## config.mk

```make
export PLATFORM = sky130hd
export DESIGN_NAME = alu_seq
export DESIGN_NICKNAME = d
export VERILOG_FILES = /design/src/rtl/alu_seq.sv
export SDC_FILE = /design/constraint.sdc
export NUM_CORES = 1
export LEC_CHECK = 0
export BUFFER_PORTS_ARGS = -buffer_cell sky130_fd_sc_hd__buf_2
export CAP_MARGIN = 20
export CORE_ASPECT_RATIO = 0.75
export CORE_MARGIN = 1.5
export CORE_UTILIZATION = 55
export DETAILED_ROUTE_END_ITERATION = 8
export HOLD_SLACK_MARGIN = 0.08
export PLACE_DENSITY = 0.94
export SLEW_MARGIN = 10
export SYNTH_ARGS = -nofsm -noshare
export SYNTH_HDL_FRONTEND = slang
export SYNTH_SLANG_ARGS = --single-unit
```

## constraint.sdc

```tcl
create_clock -name clk -period 2.9 [get_ports clk]
set_input_delay 0.29 -clock clk [delete_from_list [all_inputs] [get_ports clk]]
set_output_delay 0.29 -clock clk [all_outputs]
set_load 0.005 [all_outputs]
```

## src/rtl/alu_seq.sv

```systemverilog
// ---------------------------------------------------------------------------
// alu_seq
//
// Purpose:
//   Computes a WIDTH-bit 74181-style operation by reusing one external 4-bit
//   74181-compatible ALU over NIB = WIDTH/4 clock cycles, one nibble per
//   cycle, least-significant nibble first. The ripple carry produced by the
//   ALU for one nibble is registered and fed back as the carry-in of the next
//   nibble. Requests and results use valid/ready handshakes.
//
// Parameters:
//   WIDTH      operand/result width, a multiple of 4 and at least 4
//
// Optional feature macro:
//   ALU_SEQ_ZERO_EN  builds the zero-result flag behind out_zero; without it
//                    out_zero is tied low and the flag register is not built
//
// Ports:
//   clk, rst                  clock, asynchronous active-high reset
//   in_valid / in_ready       request handshake
//   in_s, in_m, in_cn         74181 function select, mode (1 = logic), carry-in
//   in_a, in_b                operands
//   out_valid / out_ready     result handshake
//   out_f, out_cn, out_zero   result, carry out of the top nibble, result == 0
//   alu_s, alu_m, alu_a,
//   alu_b, alu_cn             drive the external ALU (registered sources only)
//   alu_f, alu_cn_4           combinational result returned by the ALU
// ---------------------------------------------------------------------------
module alu_seq #(
  parameter int WIDTH = 16
) (
  input  logic             clk,
  input  logic             rst,
  input  logic             in_valid,
  output logic             in_ready,
  input  logic [3:0]       in_s,
  input  logic             in_m,
  input  logic             in_cn,
  input  logic [WIDTH-1:0] in_a,
  input  logic [WIDTH-1:0] in_b,
  output logic             out_valid,
  input  logic             out_ready,
  output logic [WIDTH-1:0] out_f,
  output logic             out_cn,
  output logic             out_zero,
  output logic [3:0]       alu_s,
  output logic             alu_m,
  output logic [3:0]       alu_a,
  output logic [3:0]       alu_b,
  output logic             alu_cn,
  input  logic [3:0]       alu_f,
  input  logic             alu_cn_4
);

  localparam int NIB = WIDTH / 4;
  // A single-nibble build still keeps a 1-bit counter, which simply stays 0.
  localparam int CW = (NIB > 1) ? $clog2(NIB) : 1;
  localparam logic [CW-1:0] LAST = CW'(NIB - 1);

  typedef enum logic [1:0] {
    IDLE,
    RUN,
    DONE
  } state_t;

  state_t           state_q, state_d;
  logic [3:0]       op_s_q, op_s_d;
  logic             op_m_q, op_m_d;
  logic [WIDTH-1:0] op_a_q, op_a_d;
  logic [WIDTH-1:0] op_b_q, op_b_d;
  logic             carry_q, carry_d;
  logic [CW-1:0]    cnt_q, cnt_d;
  logic [WIDTH-1:0] res_q, res_d;
  logic             out_valid_q, out_valid_d;
`ifdef ALU_SEQ_ZERO_EN
  logic             zero_q, zero_d;
`endif

  logic             accept;
  logic             load;

  // A new request can land while idle, or in the DONE cycle whose result is
  // being consumed, which lets consecutive operations overlap by one cycle.
  assign in_ready = (state_q == IDLE) || ((state_q == DONE) && out_ready);
  assign accept   = in_valid && in_ready;

  // ALU drive comes only from registers, so the external ALU path starts at
  // a flop and never sees the requester's inputs combinationally.
  assign alu_s  = op_s_q;
  assign alu_m  = op_m_q;
  assign alu_a  = op_a_q[{cnt_q, 2'b00} +: 4];
  assign alu_b  = op_b_q[{cnt_q, 2'b00} +: 4];
  assign alu_cn = carry_q;

  assign out_valid = out_valid_q;
  assign out_f     = res_q;
  assign out_cn    = carry_q;
`ifdef ALU_SEQ_ZERO_EN
  assign out_zero  = out_valid_q & zero_q;
`else
  assign out_zero  = 1'b0;
`endif

  // Next-state logic: capture a request, step one nibble per RUN cycle
  // (carry is stored exactly as the ALU returns it, in either mode), then
  // hold the result in DONE until the consumer takes it.
  always_comb begin
    state_d  = state_q;
    op_s_d   = op_s_q;
    op_m_d   = op_m_q;
    op_a_d   = op_a_q;
    op_b_d   = op_b_q;
    carry_d  = carry_q;
    cnt_d    = cnt_q;
    res_d    = res_q;
`ifdef ALU_SEQ_ZERO_EN
    zero_d   = zero_q;
`endif
    load     = 1'b0;

    unique case (state_q)
      IDLE: begin
        load = accept;
      end
      RUN: begin
        res_d[{cnt_q, 2'b00} +: 4] = alu_f;
        carry_d = alu_cn_4;
`ifdef ALU_SEQ_ZERO_EN
        if (alu_f != 4'h0) begin
          zero_d = 1'b0;
        end
`endif
        if (cnt_q == LAST) begin
          state_d = DONE;
        end else begin
          cnt_d = cnt_q + CW'(1);
        end
      end
      DONE: begin
        if (out_ready) begin
          state_d = IDLE;
          load    = accept;
        end
      end
      default: begin
        state_d = IDLE;
      end
    endcase

    if (load) begin
      state_d = RUN;
      op_s_d  = in_s;
      op_m_d  = in_m;
      op_a_d  = in_a;
      op_b_d  = in_b;
      carry_d = in_cn;
      cnt_d   = '0;
      res_d   = '0;
`ifdef ALU_SEQ_ZERO_EN
      zero_d  = 1'b1;
`endif
    end

    out_valid_d = (state_d == DONE);
  end

  always_ff @(posedge clk or posedge rst) begin
    if (rst) begin
      state_q     <= IDLE;
      op_s_q      <= '0;
      op_m_q      <= 1'b0;
      op_a_q      <= '0;
      op_b_q      <= '0;
      carry_q     <= 1'b0;
      cnt_q       <= '0;
      res_q       <= '0;
      out_valid_q <= 1'b0;
`ifdef ALU_SEQ_ZERO_EN
      zero_q      <= 1'b0;
`endif
    end else begin
      state_q     <= state_d;
      op_s_q      <= op_s_d;
      op_m_q      <= op_m_d;
      op_a_q      <= op_a_d;
      op_b_q      <= op_b_d;
      carry_q     <= carry_d;
      cnt_q       <= cnt_d;
      res_q       <= res_d;
      out_valid_q <= out_valid_d;
`ifdef ALU_SEQ_ZERO_EN
      zero_q      <= zero_d;
`endif
    end
  end

endmodule

```

==> impl_metrics.json, run 1 <==
{
  "r2r_cells": 5,
  "cts-resized-gates": 0,
  "viasPerCell": 5.58,
  "final-seq-area_um2": 1480,
  "drt_iter0_markers": 117,
  "fin_crit_ps": 2150,
  "netlist_area_um2": 2700,
  "ys_ff_latch": 59,
  "peakVddDrop_mv": 0.572,
  "hold_violations": 0,
  "dp_hpwl_um": 3770,
  "multi_input_area_um2": 1120,
  "via_count": 1802,
  "finalSetupTns_ps": 0,
  "startpoint_type": "flop",
  "die_y_um": 63.6,
  "post-route-drc-count": 0,
  "portBuffers": 79,
  "num-fill-cells": 334,
  "synth.avg_cell_area_um2": 15.1,
  "maxSlewViolCount": 0,
  "antenna_found_initial": 0,
  "grt_pass1_vias": 1825,
  "synth_warnings": 0,
  "crit_arrival_ps": 1860,
  "worstSetupEndpointType": "output pin",
  "final_common_cell": "buf_2",
  "ys_seq_area_share_pct": 54.8,
  "max_freq_mhz": 464,
  "maxCapViolCount": 0,
  "grt_max_degree": 32,
  "fin_crit_sh_pct": 74.3,
  "finalWirelength_um": 5230,
  "rows": 21,
  "grt_pass1_wl_um": 8930,
  "grt.total_usage_pct": 22.2,
  "cts_tree": "done",
  "hold_class": "input port to flop",
  "holdCritStartpoint": "in_a[6]",
  "overflow": 0,
  "finalClockSkew_ps": 7.61,
  "min_path_cells": 2,
  "cts.htree.levels": 3,
  "clock_latency_ps": 340,
  "power_density_nw_per_um2": 1040,
  "die_w_um": 83.9,
  "crit_fanout": 10,
  "clk_pin_slew_ps": 60,
  "synth_cell_type_count": 33,
  "synth_ff_type": "dfrtp_1",
  "ys_async_sr_fraction_pct": 100,
  "synth-edff-count": 0,
  "diodes": 0,
  "root_buffer": "clkbuf_8",
  "clock_path_buffers": 2,
  "syn_inst": 178,
  "tightest_slew_ps": 578,
  "status": "complete, no violations",
  "slew_headroom_pct": 61.1,
  "cts_buffers": 9,
  "layout_common_cells": "79 x buf_2, 59 x dfrtp_1, 26 x mux2_2, 15 x mux2_4, 12 x clkbuf_8",
  "layout-drive-gt1-share_pct": 56.4,
  "wire_per_inst_um": 16.2,
  "initial_core_util_pct": 58.6,
  "gp_congestion": 0.790,
  "leakage_nw": 1.65,
  "firstDrtPassIters": 4,
  "ant_nets": 0,
  "die-area_um2": 5340,
  "clock_sinks": 59,
  "utilization_pct": 71.8,
  "syn-num-nets": 231,
  "io-pin-count": 81,
  "coreArea_um2": 4600,
  "critPathRequiredTime_ps": 2610,
  "fin_nets": 315,
  "crit_type": "flop to output pin",
  "reg2reg_from": "cnt_q[1]",
  "rsz0062_at_grt": "false",
  "area_growth_pct": 22.4,
  "setup_viol": 0,
  "timing.critical_path.from": "cnt_q[0]"
}
-- flip-flops by register name (all words and copies together), names as in the netlist --
name and cells:
op_b_q 16, alu_m 1, out_f 16, alu_cn 1
cnt_q 2, out_valid 1, alu_s 4, op_a_q 16
state_q 2
-- worst max-delay path, cell delays in order (launching register included) --
cell and delay [ps]:
dfrtp_1 560, buf_4 280, mux4_2 530, buf_2 140
-- logic make-up after synthesis --
| group | synth area share, % |
|---|---|
| other cells | 0.139 |
| flops | 54.8 |
| compound gates | 6.87 |
| simple gates | 5.66 |
| mux | 25.9 |
| buf+inv | 3.57 |
| fa+ha+maj | 2.78 |
| xor+xnor | 0.325 |
-- cell type report --
type	count	share of cell area, %
timing repair buffer	84	13.2
tap	57	2.16
inverter	4	0.455
sequential	59	44.7
clock inverter	2	0.303
multi-input combinational	104	34.0
clock buffer	13	5.12
-- repair_timing --
action,CTS,global route
buffers inserted,0,0
endpoints found under the hold margin,28,0
hold buffers,1,0
-- synthesized netlist by cell type, drive strengths merged (4+ instances only) --
library cell,n,share of area (%)
nor2,6,0.84
inv,4,0.56
mux2,41,19
a32oi,4,1.3
a22o,8,2.6
buf,10,2.9
mux4,8,6.7
a32o,4,1.5
ha,6,2.8
dfrtp,59,55
nand2,4,0.56
-- routing by layer --
layer  track usage (%)  wire length [µm]
met1              29.9              2290
met2              32.8              2430
met3              7.86               448
met4              9.84                59
met5                 0                 0
-- through the flow --
stage	area [µm²]	setup slack (ps)	std cells	hold slack (ps)	power (mW)
finish	3300	747	323	182	3.43
global route	3300	624	323	165	3.68
CTS	3300	738	323	171	3.46
detailed placement	3110	864	307	381	2.78
global placement	3110	947	307	381	2.72
floorplan	2700	911	178	376	2.38
-- final timing paths --
check | endpoint | slack [ps]
worst max-delay path | alu_a[3] | 750
min in group asynchronous | op_a_q[5] | 570
max in group asynchronous | state_q[1] | 1530
worst min register to register | alu_s[2] | 500
worst min-delay path | op_a_q[6] | 180
worst max register to register | out_f[15] | 790
-- power by group --
group	internal, mW	leakage (nW)	switching (mW)
logic	0.825	0.825	0.527
clock network	0.372	0.0953	0.296
registers	1.17	0.732	0.241
No activity file was read; power rests on OpenSTA's default activity.
==> run 2, diff against run 1 <==
CORE_UTILIZATION = 51   (was 55)
PLACE_DENSITY = 0.89   (was 0.94)
clock period = 2 ns   (was 2.9 ns; I/O delays follow)
==> impl_metrics.json, run 2 (synthesis gave the netlist of run 1 again) <==
{
  "layout_common_cells": "79 x buf_2, 59 x dfrtp_1, 28 x dlygate4sd3_1, 26 x mux2_2, 15 x mux2_4",
  "setup_viol": 0,
  "endpoint": "alu_a[3]",
  "fin_nets": 345,
  "crit_type": "flop to output pin",
  "die_w_um": 87.0,
  "hold_violations": 0,
  "crit_fanout": 9,
  "via_count": 1897,
  "final_area_um2": 3700,
  "grt.total_usage_pct": 23.3,
  "overflow": 0,
  "utilization_pct": 74.3,
  "cts.htree.levels": 3,
  "grt_pass1_vias": 2069,
  "crit_family": "multiplexers",
  "firstDrtPassIters": 4,
  "setup_slack_ps": 177,
  "clock_latency_ps": 340,
  "timing.critical_path.from": "cnt_q[0]",
  "timing.rr.end": "op_a_q[3]",
  "status": "complete, no violations",
  "dp_hpwl_um": 3950,
  "cp_num_cells": 3,
  "power_density_nw_per_um2": 1480,
  "grt_max_degree": 38,
  "finalWirelength_um": 5840,
  "portBuffers": 79,
  "finalClockSkew_ps": 4.97,
  "crit_slowest_cell": "mux4_2",
  "post-route-drc-count": 0,
  "initial_core_util_pct": 54.1,
  "r2r_cells": 4,
  "clk_pin_slew_ps": 70,
  "grt_pass1_wl_um": 9760,
  "area_growth_pct": 37.2,
  "crit_chain": "buf_4 > mux4_2 > buf_2",
  "slew_headroom_pct": 58.2,
  "maxSlewViolCount": 0,
  "layout-drive-gt1-share_pct": 51.9,
  "cp.buffers_inverters": 2,
  "tightest_slew_ps": 622,
  "reg2reg_from": "state_q[1]",
  "cts_tree": "done",
  "antenna_found_initial": 0,
  "final_common_cell": "buf_2",
  "die_y_um": 66.0,
  "ant_nets": 0,
  "critPathRequiredTime_ps": 1800,
  "pre_cts_ws_ps": 238,
  "peakVddDrop_mv": 0.940,
  "crit_arrival_ps": 1620,
  "clock_path_buffers": 2,
  "rows": 22,
  "finalSetupTns_ps": 0,
  "cpPeakStageDelay_ps": 540,
  "gp_congestion": 0.846,
  "io-pin-count": 81,
  "max_freq_mhz": 549,
  "drt_iter0_markers": 102,
  "worstSetupEndpointType": "output pin",
  "leakage_nw": 1.82,
  "wire_per_inst_um": 15.8,
  "viasPerCell": 5.14,
  "r2r_slack_ps": 220,
  "startpoint_type": "flop",
  "fin_crit_ps": 1820,
  "maxCapViolCount": 0,
  "p_total_mw": 5.47,
  "hold_class": "input port to flop",
  "coreArea_um2": 4980,
  "die-area_um2": 5740,
  "cts_buffers": 9,
  "rsz0062_at_grt": "false",
  "diodes": 0,
  "fin_crit_sh_pct": 91.2,
  "min_path_cells": 2,
  "root_buffer": "clkbuf_8",
  "dpl-instance-area_um2": 3180,
  "clock_sinks": 59
}
[run 2: worst reg2reg max path: stages, from the launching register on]
cell and delay, ps:
dfrtp_1 450, nor2b_4 170, or3b_1 490, buf_12 230, mux2_4 320
[run 2: cell type report]
class / count / area [µm²]
clock buffer: 11 / 141
inverter: 4 / 15.0
multi-input combinational: 104 / 1120
timing repair buffer: 114 / 753
fill: 340 / 1280
sequential: 59 / 1480
tap: 72 / 90.1
clock inverter: 5 / 100
[run 2: report_power, final]
part,internal [mW],total (mW),switching [mW]
clock,0.857,1.32,0.463
sequential,1.70,1.98,0.280
combinational,1.28,2.17,0.887
[run 2: what timing repair did]
| action | in CTS | in global routing |
|---|---|---|
| endpoints found under the hold margin | 47 | 2 |
| setup endpoints to repair | 0 | 0 |
| hold buffers | 26 | 2 |
| gates resized for setup | 0 | 0 |
| buffers inserted | 0 | 0 |
[run 2: per-stage QoR]
stage	instances	hold slack, ps
2_1_floorplan	178	286
3_3_place_gp	325	247
3_5_place_dp	325	250
4_1_cts	367	80.5
5_1_grt	369	81.9
6_report	369	89.6
[run 2: how the worst min path moves through the flow]
stage               slack, ps    endpoint      start
floorplan                 290   out_valid  out_ready
global placement          250   op_a_q[1]        rst
detailed placement        250   op_a_q[3]        rst
CTS                        80    alu_s[2]    in_s[2]
global route               80  op_b_q[15]   in_b[15]
finish                     90  op_b_q[15]   in_b[15]
[run 2: routing by layer]
| metal | share of wire (%) | GRT usage (%) | vias to the layer above |
|---|---|---|---|
| met4 | 0.27 | 6.25 | 0 |
| met2 | 49 | 39.1 | 87 |
| met1 | 44 | 27.7 | 923 |
| met3 | 7.2 | 9.61 | 3 |
| li1 | - | - | 884 |
| met5 | 0 | 0 | - |
==> run 3, diff against run 2 <==
PLACE_DENSITY = 0.85   (was 0.89)
==> impl_metrics.json, run 3 (synthesis gave the netlist of run 1 again) <==
{
  "maxSlewViolCount": 0,
  "grt_pass1_wl_um": 8870,
  "leakage_nw": 1.70,
  "via_count": 1810,
  "wire_per_inst_um": 15.5,
  "layout-drive-gt1-share_pct": 56.7,
  "final_common_cell": "buf_2",
  "layout_common_cells": "79 x buf_2, 59 x dfrtp_1, 26 x mux2_2, 15 x mux2_4, 10 x clkbuf_8",
  "cts.htree.levels": 3,
  "setup_viol": 0,
  "clock_path_buffers": 2,
  "crit_arrival_ps": 2000,
  "finalWirelength_um": 5370,
  "cts_tree": "done",
  "rsz0062_at_grt": "false",
  "utilization_pct": 68.5,
  "power_density_nw_per_um2": 1500,
  "portBuffers": 79,
  "overflow": 0,
  "cts_buffers": 9,
  "fin_crit_ps": 1780,
  "grt.total_usage_pct": 21.2,
  "post-route-drc-count": 0,
  "cts_setup_buffers": 0,
  "viasPerCell": 5.22,
  "die_y_um": 66.0,
  "area_growth_pct": 26.6,
  "gp_congestion": 0.806,
  "hold_violations": 0,
  "clock_sinks": 59,
  "diodes": 0,
  "firstDrtPassIters": 4,
  "finalClockSkew_ps": 4.05,
  "fin_crit_sh_pct": 89.2,
  "critPathRequiredTime_ps": 2210,
  "cts-resized-gates": 0,
  "crit_type": "flop to flop",
  "grt_pass1_vias": 1864,
  "startpoint_type": "flop",
  "timing.rr.end": "op_a_q[11]",
  "reg2reg_from": "state_q[1]",
  "coreArea_um2": 4980,
  "ant_nets": 0,
  "dp_hpwl_um": 3980,
  "die-area_um2": 5740,
  "die_w_um": 87.0,
  "drt_iter0_markers": 97,
  "endpoint": "op_a_q[11]",
  "worstSetupEndpointType": "flop",
  "clk_pin_slew_ps": 60,
  "io-pin-count": 81,
  "clock_latency_ps": 330,
  "timing.critical_path.from": "state_q[1]",
  "r2r_cells": 4,
  "root_buffer": "clkbuf_8",
  "max_freq_mhz": 560,
  "status": "complete, no violations",
  "peakVddDrop_mv": 0.993,
  "p_total_mw": 5.14,
  "crit_fanout": 21,
  "postCtsHoldBufs": 2,
  "grt_max_degree": 26,
  "antenna_found_initial": 0,
  "finalSetupTns_ps": 0,
  "fin_nets": 323,
  "hold_class": "input port to flop",
  "rows": 22,
  "maxCapViolCount": 0,
  "initial_core_util_pct": 54.1,
  "r2r_slack_ps": 220
}
[run 3: metrics by stage]
step / hold WS (ps) / std cells / worst slack (ps) / area [µm²]
CTS: 82.7 / 345 / 201 / 3390
global placement: 218 / 327 / 278 / 3180
floorplan: 286 / 178 / 10.9 / 2700
global route: 81.0 / 347 / 147 / 3410
finish: 101 / 347 / 215 / 3410
detailed placement: 219 / 327 / 238 / 3180
[run 3: worst max-delay path, stage by stage, from the launching register on]
cell and delay [ps]:
dfrtp_1 440, nor2b_4 160, or3b_1 510, buf_12 240
mux2_4 300
[run 3: how the worst min path moves through the flow]
stage / from / end / slack [ps] / cells past startpoint
after floorplan: out_ready / out_valid / 290 / 1
after global placement: rst / op_a_q[8] / 220 / 2
after detailed placement: rst / op_a_q[8] / 220 / 2
after CTS: in_a[2] / op_a_q[2] / 80 / 2
after global routing: in_a[9] / op_a_q[9] / 80 / 2
final: in_a[10] / op_a_q[10] / 100 / 2
[run 3: layer usage]
metal	GRT usage (%)	vias to the layer above	part of all wire, %
li1	-	836	-
met1	26.5	879	45
met5	0	-	0
met3	9.49	6	9.3
met2	32.7	89	45
met4	7.46	0	1.2
[run 3: power by group]
group          switching, mW  internal (mW)  total (mW)  leakage (nW)
combinational          0.877           1.26        2.13         0.868
clock                  0.430          0.602        1.03        0.0991
sequential             0.274           1.70        1.97         0.732
total                   1.58           3.56        5.14          1.70
[run 3: area by class of cell]
| type | instances | area (µm²) |
|---|---|---|
| timing repair buffer | 92 | 515 |
| multi-input combinational | 104 | 1120 |
| tap | 72 | 90.1 |
| inverter | 4 | 15.0 |
| clock buffer | 11 | 141 |
| fill | 365 | 1570 |
| clock inverter | 5 | 52.6 |
| sequential | 59 | 1480 |
